==> config.mk <==
export PLATFORM = sky130hd
export DESIGN_NAME = rotor_stage_flat
export DESIGN_NICKNAME = d
export VERILOG_FILES = /design/src/rtl/rotor_if.sv /design/src/rtl/rotor_stage.sv /design/src/flat_wrapper.sv
export SDC_FILE = /design/constraint.sdc
export NUM_CORES = 1
export LEC_CHECK = 0
export BUFFER_PORTS_ARGS = -buffer_cell sky130_fd_sc_hd__buf_2
export CAP_MARGIN = 15
export CORE_MARGIN = 10
export CORE_UTILIZATION = 35
export DETAILED_ROUTE_END_ITERATION = 10
export GPL_TIMING_DRIVEN = 0
export PLACE_DENSITY = 0.55
export SLEW_MARGIN = 10
export SYNTH_ARGS = -nofsm -noshare
export SYNTH_HDL_FRONTEND = slang
export SYNTH_SLANG_ARGS = --single-unit
==> constraint.sdc <==
create_clock -name clk -period 5.5 [get_ports clk]
set_clock_uncertainty 0.2 [all_clocks]
set_input_delay 1.1 -clock clk [delete_from_list [all_inputs] [get_ports clk]]
set_output_delay 1.1 -clock clk [all_outputs]
set_load 0.02 [all_outputs]
==> src/rtl/rotor_if.sv <==
// Rotor stage bus: position control, forward/backward letter paths and carry.
interface rotor_if;
    logic       load;
    logic [4:0] load_pos;
    logic       step;
    logic [4:0] fwd_in;
    logic [4:0] bwd_in;
    logic [4:0] fwd_out;
    logic [4:0] bwd_out;
    logic [4:0] pos;
    logic       carry_out;

    modport master (
        output load, load_pos, step, fwd_in, bwd_in,
        input  fwd_out, bwd_out, pos, carry_out
    );

    modport slave (
        input  load, load_pos, step, fwd_in, bwd_in,
        output fwd_out, bwd_out, pos, carry_out
    );
endinterface

==> src/rtl/rotor_stage.sv <==
// Single cipher rotor with wiring EKMFLGDQVZNTOWYHXUSPAIBRCJ.
// Letters are encoded 1..26 = A..Z, 0 means "no letter". Both letter paths
// are registered with one cycle latency and use the position held before
// the edge. The position advances on step, and a carry pulse is produced
// when the rotor moves from Q to R.
module rotor_stage (
    input  logic   clk,
    input  logic   rst,
    rotor_if.slave bus
);

    // Forward wiring, 0-based index to 0-based letter.
    function automatic logic [4:0] wire_fwd(input logic [4:0] idx);
        logic [4:0] w;
        case (idx)
            5'd0:    w = 5'd4;
            5'd1:    w = 5'd10;
            5'd2:    w = 5'd12;
            5'd3:    w = 5'd5;
            5'd4:    w = 5'd11;
            5'd5:    w = 5'd6;
            5'd6:    w = 5'd3;
            5'd7:    w = 5'd16;
            5'd8:    w = 5'd21;
            5'd9:    w = 5'd25;
            5'd10:   w = 5'd13;
            5'd11:   w = 5'd19;
            5'd12:   w = 5'd14;
            5'd13:   w = 5'd22;
            5'd14:   w = 5'd24;
            5'd15:   w = 5'd7;
            5'd16:   w = 5'd23;
            5'd17:   w = 5'd20;
            5'd18:   w = 5'd18;
            5'd19:   w = 5'd15;
            5'd20:   w = 5'd0;
            5'd21:   w = 5'd8;
            5'd22:   w = 5'd1;
            5'd23:   w = 5'd17;
            5'd24:   w = 5'd2;
            5'd25:   w = 5'd9;
            default: w = 5'd0;
        endcase
        return w;
    endfunction

    // Inverse wiring, 0-based letter back to 0-based index.
    function automatic logic [4:0] wire_bwd(input logic [4:0] idx);
        logic [4:0] w;
        case (idx)
            5'd0:    w = 5'd20;
            5'd1:    w = 5'd22;
            5'd2:    w = 5'd24;
            5'd3:    w = 5'd6;
            5'd4:    w = 5'd0;
            5'd5:    w = 5'd3;
            5'd6:    w = 5'd5;
            5'd7:    w = 5'd15;
            5'd8:    w = 5'd21;
            5'd9:    w = 5'd25;
            5'd10:   w = 5'd1;
            5'd11:   w = 5'd4;
            5'd12:   w = 5'd2;
            5'd13:   w = 5'd10;
            5'd14:   w = 5'd12;
            5'd15:   w = 5'd19;
            5'd16:   w = 5'd7;
            5'd17:   w = 5'd23;
            5'd18:   w = 5'd18;
            5'd19:   w = 5'd11;
            5'd20:   w = 5'd17;
            5'd21:   w = 5'd8;
            5'd22:   w = 5'd13;
            5'd23:   w = 5'd16;
            5'd24:   w = 5'd14;
            5'd25:   w = 5'd9;
            default: w = 5'd0;
        endcase
        return w;
    endfunction

    // Map one letter through the rotor at offset p (0-based position).
    // Invalid letters map to 0. bwd selects the inverse wiring.
    function automatic logic [4:0] map_letter(input logic [4:0] letter,
                                              input logic [4:0] p,
                                              input logic       bwd);
        logic [5:0] sum;
        logic [4:0] w;
        logic [4:0] r;
        if ((letter >= 5'd1) && (letter <= 5'd26)) begin
            sum = {1'b0, letter - 5'd1} + {1'b0, p};
            if (sum >= 6'd26) begin
                sum = sum - 6'd26;
            end else begin
                sum = sum;
            end
            if (bwd) begin
                w = wire_bwd(sum[4:0]);
            end else begin
                w = wire_fwd(sum[4:0]);
            end
            if (w >= p) begin
                r = w - p;
            end else begin
                r = w + 5'd26 - p;
            end
            return r + 5'd1;
        end else begin
            return 5'd0;
        end
    endfunction

    logic [4:0] pos_r;
    logic [4:0] fwd_r;
    logic [4:0] bwd_r;
    logic       carry_r;

    logic [4:0] offset_s;
    logic [4:0] pos_next_s;
    logic [4:0] fwd_next_s;
    logic [4:0] bwd_next_s;
    logic       carry_next_s;

    // Next position, letter maps and carry, all from the pre-edge position.
    always_comb begin
        offset_s     = pos_r - 5'd1;
        fwd_next_s   = map_letter(bus.fwd_in, offset_s, 1'b0);
        bwd_next_s   = map_letter(bus.bwd_in, offset_s, 1'b1);
        carry_next_s = 1'b0;
        if (bus.load) begin
            if ((bus.load_pos >= 5'd1) && (bus.load_pos <= 5'd26)) begin
                pos_next_s = bus.load_pos;
            end else begin
                pos_next_s = 5'd1;
            end
        end else if (bus.step) begin
            if (pos_r >= 5'd26) begin
                pos_next_s = 5'd1;
            end else begin
                pos_next_s = pos_r + 5'd1;
            end
            carry_next_s = (pos_r == 5'd17);
        end else begin
            pos_next_s = pos_r;
        end
    end

    // State and output registers, cleared asynchronously by rst.
    always_ff @(posedge clk or posedge rst) begin
        if (rst) begin
            pos_r   <= 5'd1;
            fwd_r   <= 5'd0;
            bwd_r   <= 5'd0;
            carry_r <= 1'b0;
        end else begin
            pos_r   <= pos_next_s;
            fwd_r   <= fwd_next_s;
            bwd_r   <= bwd_next_s;
            carry_r <= carry_next_s;
        end
    end

    assign bus.pos       = pos_r;
    assign bus.fwd_out   = fwd_r;
    assign bus.bwd_out   = bwd_r;
    assign bus.carry_out = carry_r;

endmodule

==> src/flat_wrapper.sv <==
// flat-port wrapper written by rule: the top's interface ports become plain ports
module rotor_stage_flat 
  (clk, rst, bus_load, bus_load_pos, bus_step, bus_fwd_in, bus_bwd_in, bus_fwd_out, bus_bwd_out, bus_pos, bus_carry_out);
  rotor_if bus_i ();
  input  logic clk;
  input  logic rst;
  input wire logic [$bits(bus_i.load)-1:0] bus_load;
  input wire logic [$bits(bus_i.load_pos)-1:0] bus_load_pos;
  input wire logic [$bits(bus_i.step)-1:0] bus_step;
  input wire logic [$bits(bus_i.fwd_in)-1:0] bus_fwd_in;
  input wire logic [$bits(bus_i.bwd_in)-1:0] bus_bwd_in;
  output wire logic [$bits(bus_i.fwd_out)-1:0] bus_fwd_out;
  output wire logic [$bits(bus_i.bwd_out)-1:0] bus_bwd_out;
  output wire logic [$bits(bus_i.pos)-1:0] bus_pos;
  output wire logic [$bits(bus_i.carry_out)-1:0] bus_carry_out;
  assign bus_i.load = bus_load;
  assign bus_i.load_pos = bus_load_pos;
  assign bus_i.step = bus_step;
  assign bus_i.fwd_in = bus_fwd_in;
  assign bus_i.bwd_in = bus_bwd_in;
  assign bus_fwd_out = bus_i.fwd_out;
  assign bus_bwd_out = bus_i.bwd_out;
  assign bus_pos = bus_i.pos;
  assign bus_carry_out = bus_i.carry_out;
  rotor_stage u_core (.clk(clk), .rst(rst), .bus(bus_i));
endmodule
## Word level (Yosys, flattened, before mapping)

Memories as Yosys holds them, arrays and structs flattened.
Cells that the tools add are included.

| word-level totals | value |
|---|---|
| flip-flop bits (word level) | 16 |
| bits in read-only memories | 320 |
| word-level logic and storage cells | 56 |
| memories kept | 2 |

Memories:

| name | words | bits a word | read ports | clocked after Yosys merged registers in | write ports | RTL line | RTL |
|---|---|---|---|---|---|---|---|
| (no name shown) | 32 | 5 | 1 | 0 | 0 | rotor_stage.sv:15 | `case (idx)` |
| (no name shown) | 32 | 5 | 1 | 0 | 0 | rotor_stage.sv:50 | `case (idx)` |

| operators by class | value |
|---|---|
| $add $sub $neg | 16 |
| order comparisons | 11 |
| equality and inequality tests | 1 |
| mux-type cells | 18 |
| reductions and logical operators | 4 |

Operator list:

| kind | number |
|---|---|
| 2-to-1 mux 5 bit | 16 |
| subtractor 5 bit | 4 |
| adder 5 x 1 -> 5 bit (second input constant) | 3 |
| greater-or-equal comparator 5 x 1 -> 1 bit (second input constant) | 3 |
| less-or-equal comparator 5 bit (second input constant) | 3 |
| subtractor 5 x 1 -> 5 bit (second input constant) | 3 |
| adder 5 x 5 -> 6 bit | 2 |
| greater-or-equal comparator 6 x 5 -> 1 bit (second input constant) | 2 |
| adder 5 bit (second input constant) | 2 |
| greater-or-equal comparator 5 bit | 2 |
| subtractor 5 bit (second input constant) | 2 |
| == test 5 bit (second input constant) | 1 |
| greater-or-equal comparator 5 bit (second input constant) | 1 |
| logical AND 1 bit | 3 |
| 2-to-1 mux 1 bit | 2 |
| nonzero test 2 bit | 1 |

## Depth between registers and ports, before layout

Gate-level depths: netlist of run 1.
An unclocked memory read counts as a cell.

| depth | value |
|---|---|
| depth in word-level cells | 13 |
| mapped depth | 27 |
| mapped depth without buffers | 25 |

## Worst setup path after synthesis of run 1

No wires, ideal clock.

| timing | value |
|---|---|
| kind | input to register |
| start | input port bus_bwd_in[0] |
| end | register u_core.bwd_r[4], in the netlist u_core.bus.bwd_out[4] |
| arrival | 5.735 ns |
| data required time | 5.152 ns |
| slack | -0.583 ns |
| stages on the path | 26 |
| cells stage by stage | inv_1 > ha_1 > inv_1 > ha_1 > a211oi_2 > o21bai_1 > a21oi_1 > o31ai_1 > o21ai_1 > inv_1 > ha_1 > o221ai_1 > o211ai_1 > o211ai_1 > o31ai_1 > ha_1 > nand2b_1 > a21o_1 > a21oi_1 > o21a_1 > clkbuf_1 > xnor2_1 > ha_1 > o21ai_0 > xnor2_1 > nor2_1 |

| between the ends | value |
|---|---|
| longest elaborated chain between the ends | 13 |
| elaborated cells between the ends (all ways) | 19 |
| those cells by class | 7 x add/sub; 4 x order compare; 6 x mux; 1 x reduce/logical; 1 x memory |

RTL lines:

| element | RTL line | RTL |
|---|---|---|
| start: declaration | flat_wrapper.sv:11 | `input wire logic [$bits(bus_i.bwd_in)-1:0] bus_bwd_in;` |
| subtractor 5 x 1 -> 5 bit | rotor_stage.sv:91 | `sum = {1'b0, letter - 5'd1} + {1'b0, p};` |
| adder 5 x 5 -> 6 bit | rotor_stage.sv:91 |  |
| subtractor 5 bit or greater-or-equal comparator 6 x 5 -> 1 bit (tied branches) | rotor_stage.sv:93, rotor_stage.sv:92 |  |
| 2-to-1 mux 5 bit | rotor_stage.sv:92 | `if (sum >= 6'd26) begin` |
| 2-to-1 mux 5 bit | rotor_stage.sv:90 | `if ((letter >= 5'd1) && (letter <= 5'd26)) begin` |
| memory (32 x 5 bit) | - |  |
| 2-to-1 mux 5 bit | rotor_stage.sv:90 |  |
| adder 5 bit | rotor_stage.sv:105 | `r = w + 5'd26 - p;` |
| subtractor 5 bit | rotor_stage.sv:105 |  |
| 2-to-1 mux 5 bit | rotor_stage.sv:102 | `if (w >= p) begin` |
| 2-to-1 mux 5 bit | rotor_stage.sv:90 |  |
| adder 5 x 1 -> 5 bit | rotor_stage.sv:107 | `return r + 5'd1;` |
| 2-to-1 mux 5 bit * | rotor_stage.sv:90 |  |
| via u_core.bwd_next_s[4] | rotor_stage.sv:121 | `logic [4:0] bwd_next_s;` |
| end signal: assignment | rotor_stage.sv:158 | `bwd_r <= bwd_next_s;` |
| end: declaration | rotor_stage.sv:115 | `logic [4:0] bwd_r;` |

Mark *: on every way through the listed nets, which the timed path passes. The rest lies on a longest branch. The select of a mux whose other input is x is not followed.
A chain may end at the register's enable or synchronous reset.

## Final worst setup path of run 1

| timing | value |
|---|---|
| start | input port bus_fwd_in[2] |
| end | register u_core.fwd_r[3], in the netlist u_core.bus.fwd_out[3] |

| between the ends | value |
|---|---|
| longest elaborated chain between the ends | 13 |
| elaborated cells between the ends (all ways) | 19 |
| those cells by class | 7 x add/sub; 4 x order compare; 6 x mux; 1 x reduce/logical; 1 x memory |

RTL lines:

| element | RTL line | RTL |
|---|---|---|
| start: declaration | flat_wrapper.sv:10 | `input wire logic [$bits(bus_i.fwd_in)-1:0] bus_fwd_in;` |
| subtractor 5 x 1 -> 5 bit | rotor_stage.sv:91 |  |
| adder 5 x 5 -> 6 bit | rotor_stage.sv:91 |  |
| subtractor 5 bit or greater-or-equal comparator 6 x 5 -> 1 bit (tied branches) | rotor_stage.sv:93, rotor_stage.sv:92 |  |
| 2-to-1 mux 5 bit | rotor_stage.sv:92 |  |
| 2-to-1 mux 5 bit | rotor_stage.sv:90 |  |
| memory (32 x 5 bit) | - |  |
| 2-to-1 mux 5 bit | rotor_stage.sv:90 |  |
| adder 5 bit | rotor_stage.sv:105 |  |
| subtractor 5 bit | rotor_stage.sv:105 |  |
| 2-to-1 mux 5 bit | rotor_stage.sv:102 |  |
| 2-to-1 mux 5 bit | rotor_stage.sv:90 |  |
| adder 5 x 1 -> 5 bit | rotor_stage.sv:107 |  |
| 2-to-1 mux 5 bit * | rotor_stage.sv:90 |  |
| via u_core.fwd_next_s[3] | rotor_stage.sv:120 | `logic [4:0] fwd_next_s;` |
| end signal: assignment | rotor_stage.sv:157 | `fwd_r <= fwd_next_s;` |
| end: declaration | rotor_stage.sv:114 | `logic [4:0] fwd_r;` |

Marked as above.

==> results of run 1 <==
## worst max-delay path: stages
cell and delay [ps]:
buf_2 150, nor2_1 200, nand2_4 80, xnor2_2 150, ha_4 280, or3b_4 360, a211o_1 300, o2111ai_2 90
mux2i_4 130, buf_6 150, or3_4 360, a41o_1 290, ha_4 300, inv_4 30, ha_4 150, fa_1 550
nand2_1 70, nor2_2 110, a21oi_2 40, or3_1 360, and3_1 160
## through the flow
step,cells,setup TNS (ps),cell area (um^2)
4_1_cts,623,-93.1,4470
2_1_floorplan,413,-201,3520
3_5_place_dp,576,-5230,3850
6_report,638,0,5150
3_3_place_gp,576,-5170,3850
5_1_grt,638,-585,5150
## kinds of logic (layout without fill, tap and decap cells)
family	count (synthesis)	in the layout	synth area share
simple gates	106	106	0.163
mux	25	25	0.0771
xor+xnor	34	34	0.0891
buf+inv	52	148	0.0599
fa+ha+maj	63	63	0.249
compound gates	117	117	0.241
flops	16	16	0.120
## path summary, 6_finish.rpt
check | end | slack (ps) | cells past startpoint
min in group asynchronous | u_core.bus.carry_out | 700 | 2
min reg2reg | u_core.bus.carry_out | 490 | 1
max | u_core.bus.fwd_out[3] | 10 | 21
max reg2reg | u_core.bus.fwd_out[3] | 130 | 21
max in group asynchronous | u_core.bus.pos[1] | 3990 | 2
min | u_core.bus.carry_out | 490 | 1
## Yosys cell counts, types with 6 or more instances
master,count,share of area
nand2_1,16,0.018
xor2_1,18,0.047
or3_1,8,0.015
nand3_1,12,0.018
inv_1,44,0.049
nor3_1,12,0.018
mux2i_1,19,0.057
a21o_1,15,0.034
o21ai_0,18,0.027
dfrtp_1,15,0.11
xnor2_1,16,0.042
clkbuf_1,6,0.0067
nand2b_1,6,0.011
nor2_1,27,0.030
a21oi_1,28,0.042
o211ai_1,9,0.020
ha_1,57,0.21
fa_1,6,0.036
## flip-flops by register name (all words and copies together) (netlist names)
register,count
u_core.bus.pos,5
u_core.bus.fwd_out,5
u_core.bus.bwd_out,5
u_core.bus.carry_out,1
## metal layers
layer  vias up  track usage  part of all wire
met2        43        0.224              0.51
li1       1686            -                 -
met3        12       0.0134             0.025
met5         -            0                 0
met4         0       0.0278             0.019
met1      1606        0.152              0.44
## final cells by class
| class | instances | area share |
|---|---|---|
| inverter | 44 | 0.0389 |
| clock buffer | 4 | 0.00875 |
| tap | 129 | 0.0313 |
| multi-input combinational | 345 | 0.700 |
| buffer | 4 | 0.00559 |
| sequential | 16 | 0.0785 |
| timing repair buffer | 96 | 0.137 |
## repair_timing
action                                  in CTS  in global routing
setup buffers                               45                 18
hold endpoints to repair                     0                  0
pin swaps                                   37                 63
resized for setup                           55                119
gates cloned                                 0                  0
endpoints found under the setup margin       8                  8
hold buffers                                 0                  0
==> results_dict.tcl, run 1 <==
set metrics [dict create \
    outcome "complete, no violations" \
    synth.distinct_cells 60 \
    viasPerCell 5.25 \
    grt_pass1_wl_mm 15.3 \
    ant_nets 0 \
    coreArea_um2 9280 \
    antenna_found_initial 0 \
    final_cell_mix "58 x buf_4, 31 x buf_2, 30 x inv_1" \
    setup_violations 0 \
    synth-edff-count 0 \
    clk_latency_ps 240 \
    final_nets 592 \
    period_needed_ps 5490 \
    synth_nets 495 \
    drt_first_iter_violations 139 \
    synthCells 413 \
    wl_per_cell_um 15.0 \
    cts_tree "yes" \
    async_flop_share 1.00 \
    min_from "u_core.bus.pos[2]" \
    ys_seq_area_frac 0.120 \
    ys.flop_type "dfrtp_1" \
    cts_buffer_depth 2 \
    synth_area_um2 3340 \
    ys_ff_latch 16 \
    area_growth_syn_to_layout_pct 54.0 \
    cts_root_buffer "clkbuf_8" \
    worst_slack_ps 12.9 \
    start_util 0.360 \
    yosysWarnings 0 \
    grt_pass1_vias 3310 \
    overflow 0 \
    io_pins 35 \
    routed_wl_mm 9.55 \
    tightest_slew_ps 986 \
    cp-startpoint "bus_fwd_in[2]" \
    die_w_um 118 \
    start_kind "primary input" \
    multi_input_area_um2 3610 \
    whs_ps 489 \
    cts.clk_slew.worst_paths_ps 60 \
    max_clock_freq_ghz 0.182 \
    hold_class "flop to flop" \
    n_fill_cell 822 \
    grt_max_degree 17 \
    dp_hpwl_mm 6.60 \
    crit_path_end_kind "flop" \
    min_period_over_period 0.998 \
    fp.dieH_um 118 \
    drc_errors 0 \
    drive_gt1_frac 0.470 \
    critPathArrivalTime_ps 5420 \
    rsz0062_at_grt "true" \
    num_vias 3347 \
    fin_util 0.555 \
    r2r_start "u_core.bus.pos[0]" \
    port_buffers 34 \
    path_max_fanout 5 \
    drv_cap 0 \
    dieArea_um2 13900 \
    relSlewSlack 0.334 \
    diodes 0 \
    path_class "primary input to flop" \
    fp-row-count 35 \
    clock_sinks 16 \
    hold_violations 0 \
    dp_slack_ps -783 \
    cts_buffers 3 \
    crit_required_ps 5430 \
    final_common_cell "buf_4" \
    finalMaxSlewViolations 0 \
    grt_usage 0.124 \
    gp_congestion 0.822 \
    htree_levels 1 \
    area.sequential_um2 404 \
    drt_first_pass_iters 4 \
    syn_area_per_cell_um2 8.09 \
]
Power of run 1 is left out: the tool's default activity adds up to more than one toggle a clock period on the data nets, which glitch-free logic cannot reach.
==> run 2: changes to the inputs <==
PLACE_DENSITY = 0.53   (was 0.55)
clock period = 6 ns   (was 5.5 ns; I/O delays follow)
==> results_dict.tcl, run 2 (synthesis results as in run 1) <==
set metrics [dict create \
    period_needed_ps 5890 \
    start_util 0.360 \
    crit_path_end_kind "flop" \
    cts_tree "yes" \
    final_common_cell "ha_1" \
    finalMaxSlewViolations 0 \
    r2r_slack_ps 250 \
    hold_violations 0 \
    drv_cap 0 \
    drt_first_iter_violations 239 \
    max_clock_freq_ghz 0.170 \
    clock_sinks 16 \
    drive_gt1_frac 0.318 \
    clk_latency_ps 240 \
    cts_buffer_depth 2 \
    htree_levels 1 \
    num_vias 3229 \
    io_pins 35 \
    overflow 0 \
    final_nets 561 \
    dieArea_um2 13900 \
    port_buffers 34 \
    grt_pass1_wl_mm 14.3 \
    die_w_um 118 \
    dp.cells 576 \
    final_cell_mix "43 x ha_1, 37 x inv_1, 34 x buf_2" \
    path_class "primary input to flop" \
    area_growth_syn_to_layout_pct 32.1 \
    grt_max_degree 17 \
    relSlewSlack 0.371 \
    grt_usage 0.117 \
    fin_util 0.476 \
    grt_pass1_vias 3066 \
    path_max_fanout 5 \
    viasPerCell 5.32 \
    wl_per_cell_um 15.0 \
    dp_slack_ps -875 \
    crit_required_ps 5890 \
    rsz0062_at_grt "true" \
    routed_wl_mm 9.13 \
    hold_class "flop to flop" \
    cts_root_buffer "clkbuf_8" \
    setup_violations 0 \
    start_kind "primary input" \
    diodes 0 \
    dp_hpwl_mm 6.87 \
    outcome "complete, no violations" \
    gp_congestion 0.822 \
    fp-row-count 35 \
    critPathArrivalTime_ps 5780 \
    min_period_over_period 0.981 \
    ant_nets 0 \
    drt_first_pass_iters 4 \
    worst_slack_ps 112 \
    cts_hold_buf 0 \
    cts_buffers 3 \
    fp.dieH_um 118 \
    tightest_slew_ps 931 \
    n_fill_cell 905 \
    drc_errors 0 \
    coreArea_um2 9280 \
    fin_cells 607 \
    cts.clk_slew.worst_paths_ps 60 \
    antenna_found_initial 0 \
]
run 2: what timing repair did:
item,4_1_cts,5_1_grt
pin swaps,8,26
resized for setup,28,68
endpoints found under the hold margin,0,0
setup endpoints to repair,8,8
buffers inserted,11,18
run 2: final timing paths:
path,start,end,cells past startpoint
setup / recovery,bus_bwd_in[0],u_core.bus.bwd_out[3],22
hold / removal,u_core.bus.pos[0],u_core.bus.pos[0],1
setup reg to reg,u_core.bus.pos[0],u_core.bus.bwd_out[3],21
hold reg to reg,u_core.bus.pos[0],u_core.bus.pos[0],1
max in group asynchronous,rst,u_core.bus.bwd_out[3],2
min in group asynchronous,rst,u_core.bus.fwd_out[4],2
run 2: per-layer routing:
layer / vias up / part of all wire / wire, um / track usage
met5: - / 0 / 0 / 0
met4: 0 / 0.0093 / 85 / 0.0216
li1: 1623 / - / - / -
met2: 68 / 0.49 / 4430 / 0.195
met1: 1530 / 0.47 / 4280 / 0.158
met3: 8 / 0.036 / 328 / 0.0110
run 2: worst max-delay path, stage by stage:
cell and delay, ps:
buf_2 110, inv_2 80, ha_2 190, xor2_1 190
ha_2 340, o21ai_1 210, nor2_2 110, or2_4 280
or4_4 530, a32oi_4 330, mux2_1 370, nor2_2 100
o31ai_2 80, ha_2 330, nand2b_1 90, a21o_1 140
a21oi_2 60, o21a_2 260, or3_1 380, a21oi_2 160
xor2_1 150, nor2_1 60
run 2: through the flow:
step                setup TNS [ps]  area [um^2]  hold WS [ps]
CTS                              0         3950           389
global route                  -301         4420           430
floorplan                        0         3360           389
finish                           0         4420           406
detailed placement           -5680         3690           378
global placement             -5540         3690           379
run 2: layout make-up:
type | count | area [um^2] | area share
Clock buffer | 4 | 45.0 | 0.0102
Multi-Input combinational cell | 345 | 3180 | 0.720
Timing Repair Buffer | 63 | 417 | 0.0943
Sequential cell | 16 | 402 | 0.0909
Inverter | 44 | 173 | 0.0391
Buffer | 6 | 38.8 | 0.00878
Tap cell | 129 | 161 | 0.0365
Power of run 2 is left out for the same reason.
==> run 3: changes to the inputs <==
CORE_UTILIZATION = 57   (was 35)
PLACE_DENSITY = 0.79   (was 0.53)
==> results_dict.tcl, run 3 (synthesis results as in run 1) <==
set metrics [dict create \
    outcome "complete, no violations" \
    setup_violations 0 \
    hold_class "flop to flop" \
    htree_levels 1 \
    antenna_found_initial 0 \
    start_kind "primary input" \
    ant_nets 0 \
    dp_hpwl_mm 6.09 \
    stdcell_area_um2 4230 \
    crit_required_ps 5940 \
    path_class "primary input to flop" \
    start_util 0.596 \
    area.sequential_um2 402 \
    drt_first_pass_iters 5 \
    clk_latency_ps 250 \
    grt_pass1_vias 2992 \
    fp-row-count 27 \
    die_w_um 96.6 \
    r2r_start "u_core.bus.pos[0]" \
    crit_path_end_kind "flop" \
    multi_input_area_um2 3090 \
    gp_congestion 0.896 \
    overflow 0 \
    routed_wl_mm 8.78 \
    cts_root_buffer "clkbuf_8" \
    cts_buffers 3 \
    num_vias 3335 \
    hold_violations 0 \
    grt_max_degree 17 \
    max_clock_freq_ghz 0.168 \
    grt_usage 0.160 \
    clock_sinks 16 \
    drv_cap 0 \
    cts_buffer_depth 2 \
    dpl_cell_area_um2 3620 \
    cts.clk_slew.worst_paths_ps 50 \
    drt_first_iter_violations 260 \
    io_pins 35 \
    drive_gt1_frac 0.298 \
    cts_hold_buf 0 \
    dieArea_um2 9330 \
    final.setup.tns_ps 0 \
    path_max_fanout 6 \
    cts_tree "yes" \
    period_needed_ps 5950 \
    relSlewSlack 0.396 \
    final_nets 563 \
    drc_errors 0 \
    port_buffers 34 \
    viasPerCell 6.04 \
    area_growth_syn_to_layout_pct 26.6 \
    n_fill_cell 388 \
    min_from "u_core.bus.pos[0]" \
    min_period_over_period 0.991 \
    cp-startpoint "bus_fwd_in[0]" \
    diodes 0 \
    reg2reg_depth 23 \
    critPathArrivalTime_ps 5890 \
    tightest_slew_ps 895 \
    final_common_cell "ha_1" \
    final_cell_mix "46 x ha_1, 37 x inv_1, 35 x buf_2" \
    wl_per_cell_um 15.9 \
    fp.dieH_um 96.6 \
    hold_depth 1 \
    grt_pass1_wl_mm 12.7 \
    finalMaxSlewViolations 0 \
    rsz0062_at_grt "true" \
    coreArea_um2 5610 \
]
-- run 3: worst paths after layout --
check	end	slack, ps
min in group asynchronous	u_core.bus.carry_out	800
worst min-delay path	u_core.bus.pos[0]	420
worst min register to register	u_core.bus.pos[0]	420
max in group asynchronous	u_core.bus.pos[1]	4430
worst max register to register	u_core.bus.fwd_out[3]	140
worst max-delay path	u_core.bus.fwd_out[3]	50
-- run 3: repair_timing --
item / 4_1_cts / 5_1_grt
resized for setup: 15 / 65
endpoints found under the setup margin: 8 / 8
pin swaps: 2 / 30
setup buffers: 6 / 25
gates cloned: 0 / 0
-- run 3: worst max-delay path, cell delays in order --
cell and delay (ps):
buf_2 110, inv_2 70, ha_4 160, xor2_1 140, ha_1 370, buf_4 180
xor2_2 210, ha_1 310, nand3_1 60, o22ai_1 360, or2_2 210, clkbuf_1 220
o211ai_1 150, a41o_1 290, ha_4 280, inv_1 50, ha_1 220, fa_1 560
nand2_1 60, nor2_1 90, a21oi_1 60, or3_1 350, and3_1 160
-- run 3: metal layers --
metal,wire length (um),up-vias,track usage
met5,0,-,0
met4,133,0,0.0484
met3,570,17,0.0131
met2,4240,126,0.275
met1,3830,1566,0.208
li1,-,1626,-
-- run 3: per-stage QoR --
| step | cells | hold slack, ps | util | setup WS [ps] |
|---|---|---|---|---|
| final | 552 | 417 | 0.755 | 51.7 |
| after global routing | 552 | 442 | 0.755 | -166 |
| after CTS | 528 | 399 | 0.672 | -26.7 |
| after detailed placement | 519 | 390 | 0.645 | -736 |
| after global placement | 519 | 374 | 0.645 | -623 |
| after floorplan | 413 | 389 | - | 7.18 |
-- run 3: final cells by class --
cell class,instances,share of cell area
buffer,6,0.00857
multi-input combinational,345,0.729
sequential,16,0.0949
inverter,44,0.0408
clock buffer,4,0.0106
tap,72,0.0213
timing repair buffer,65,0.0946
Power of run 3 is left out for the same reason.
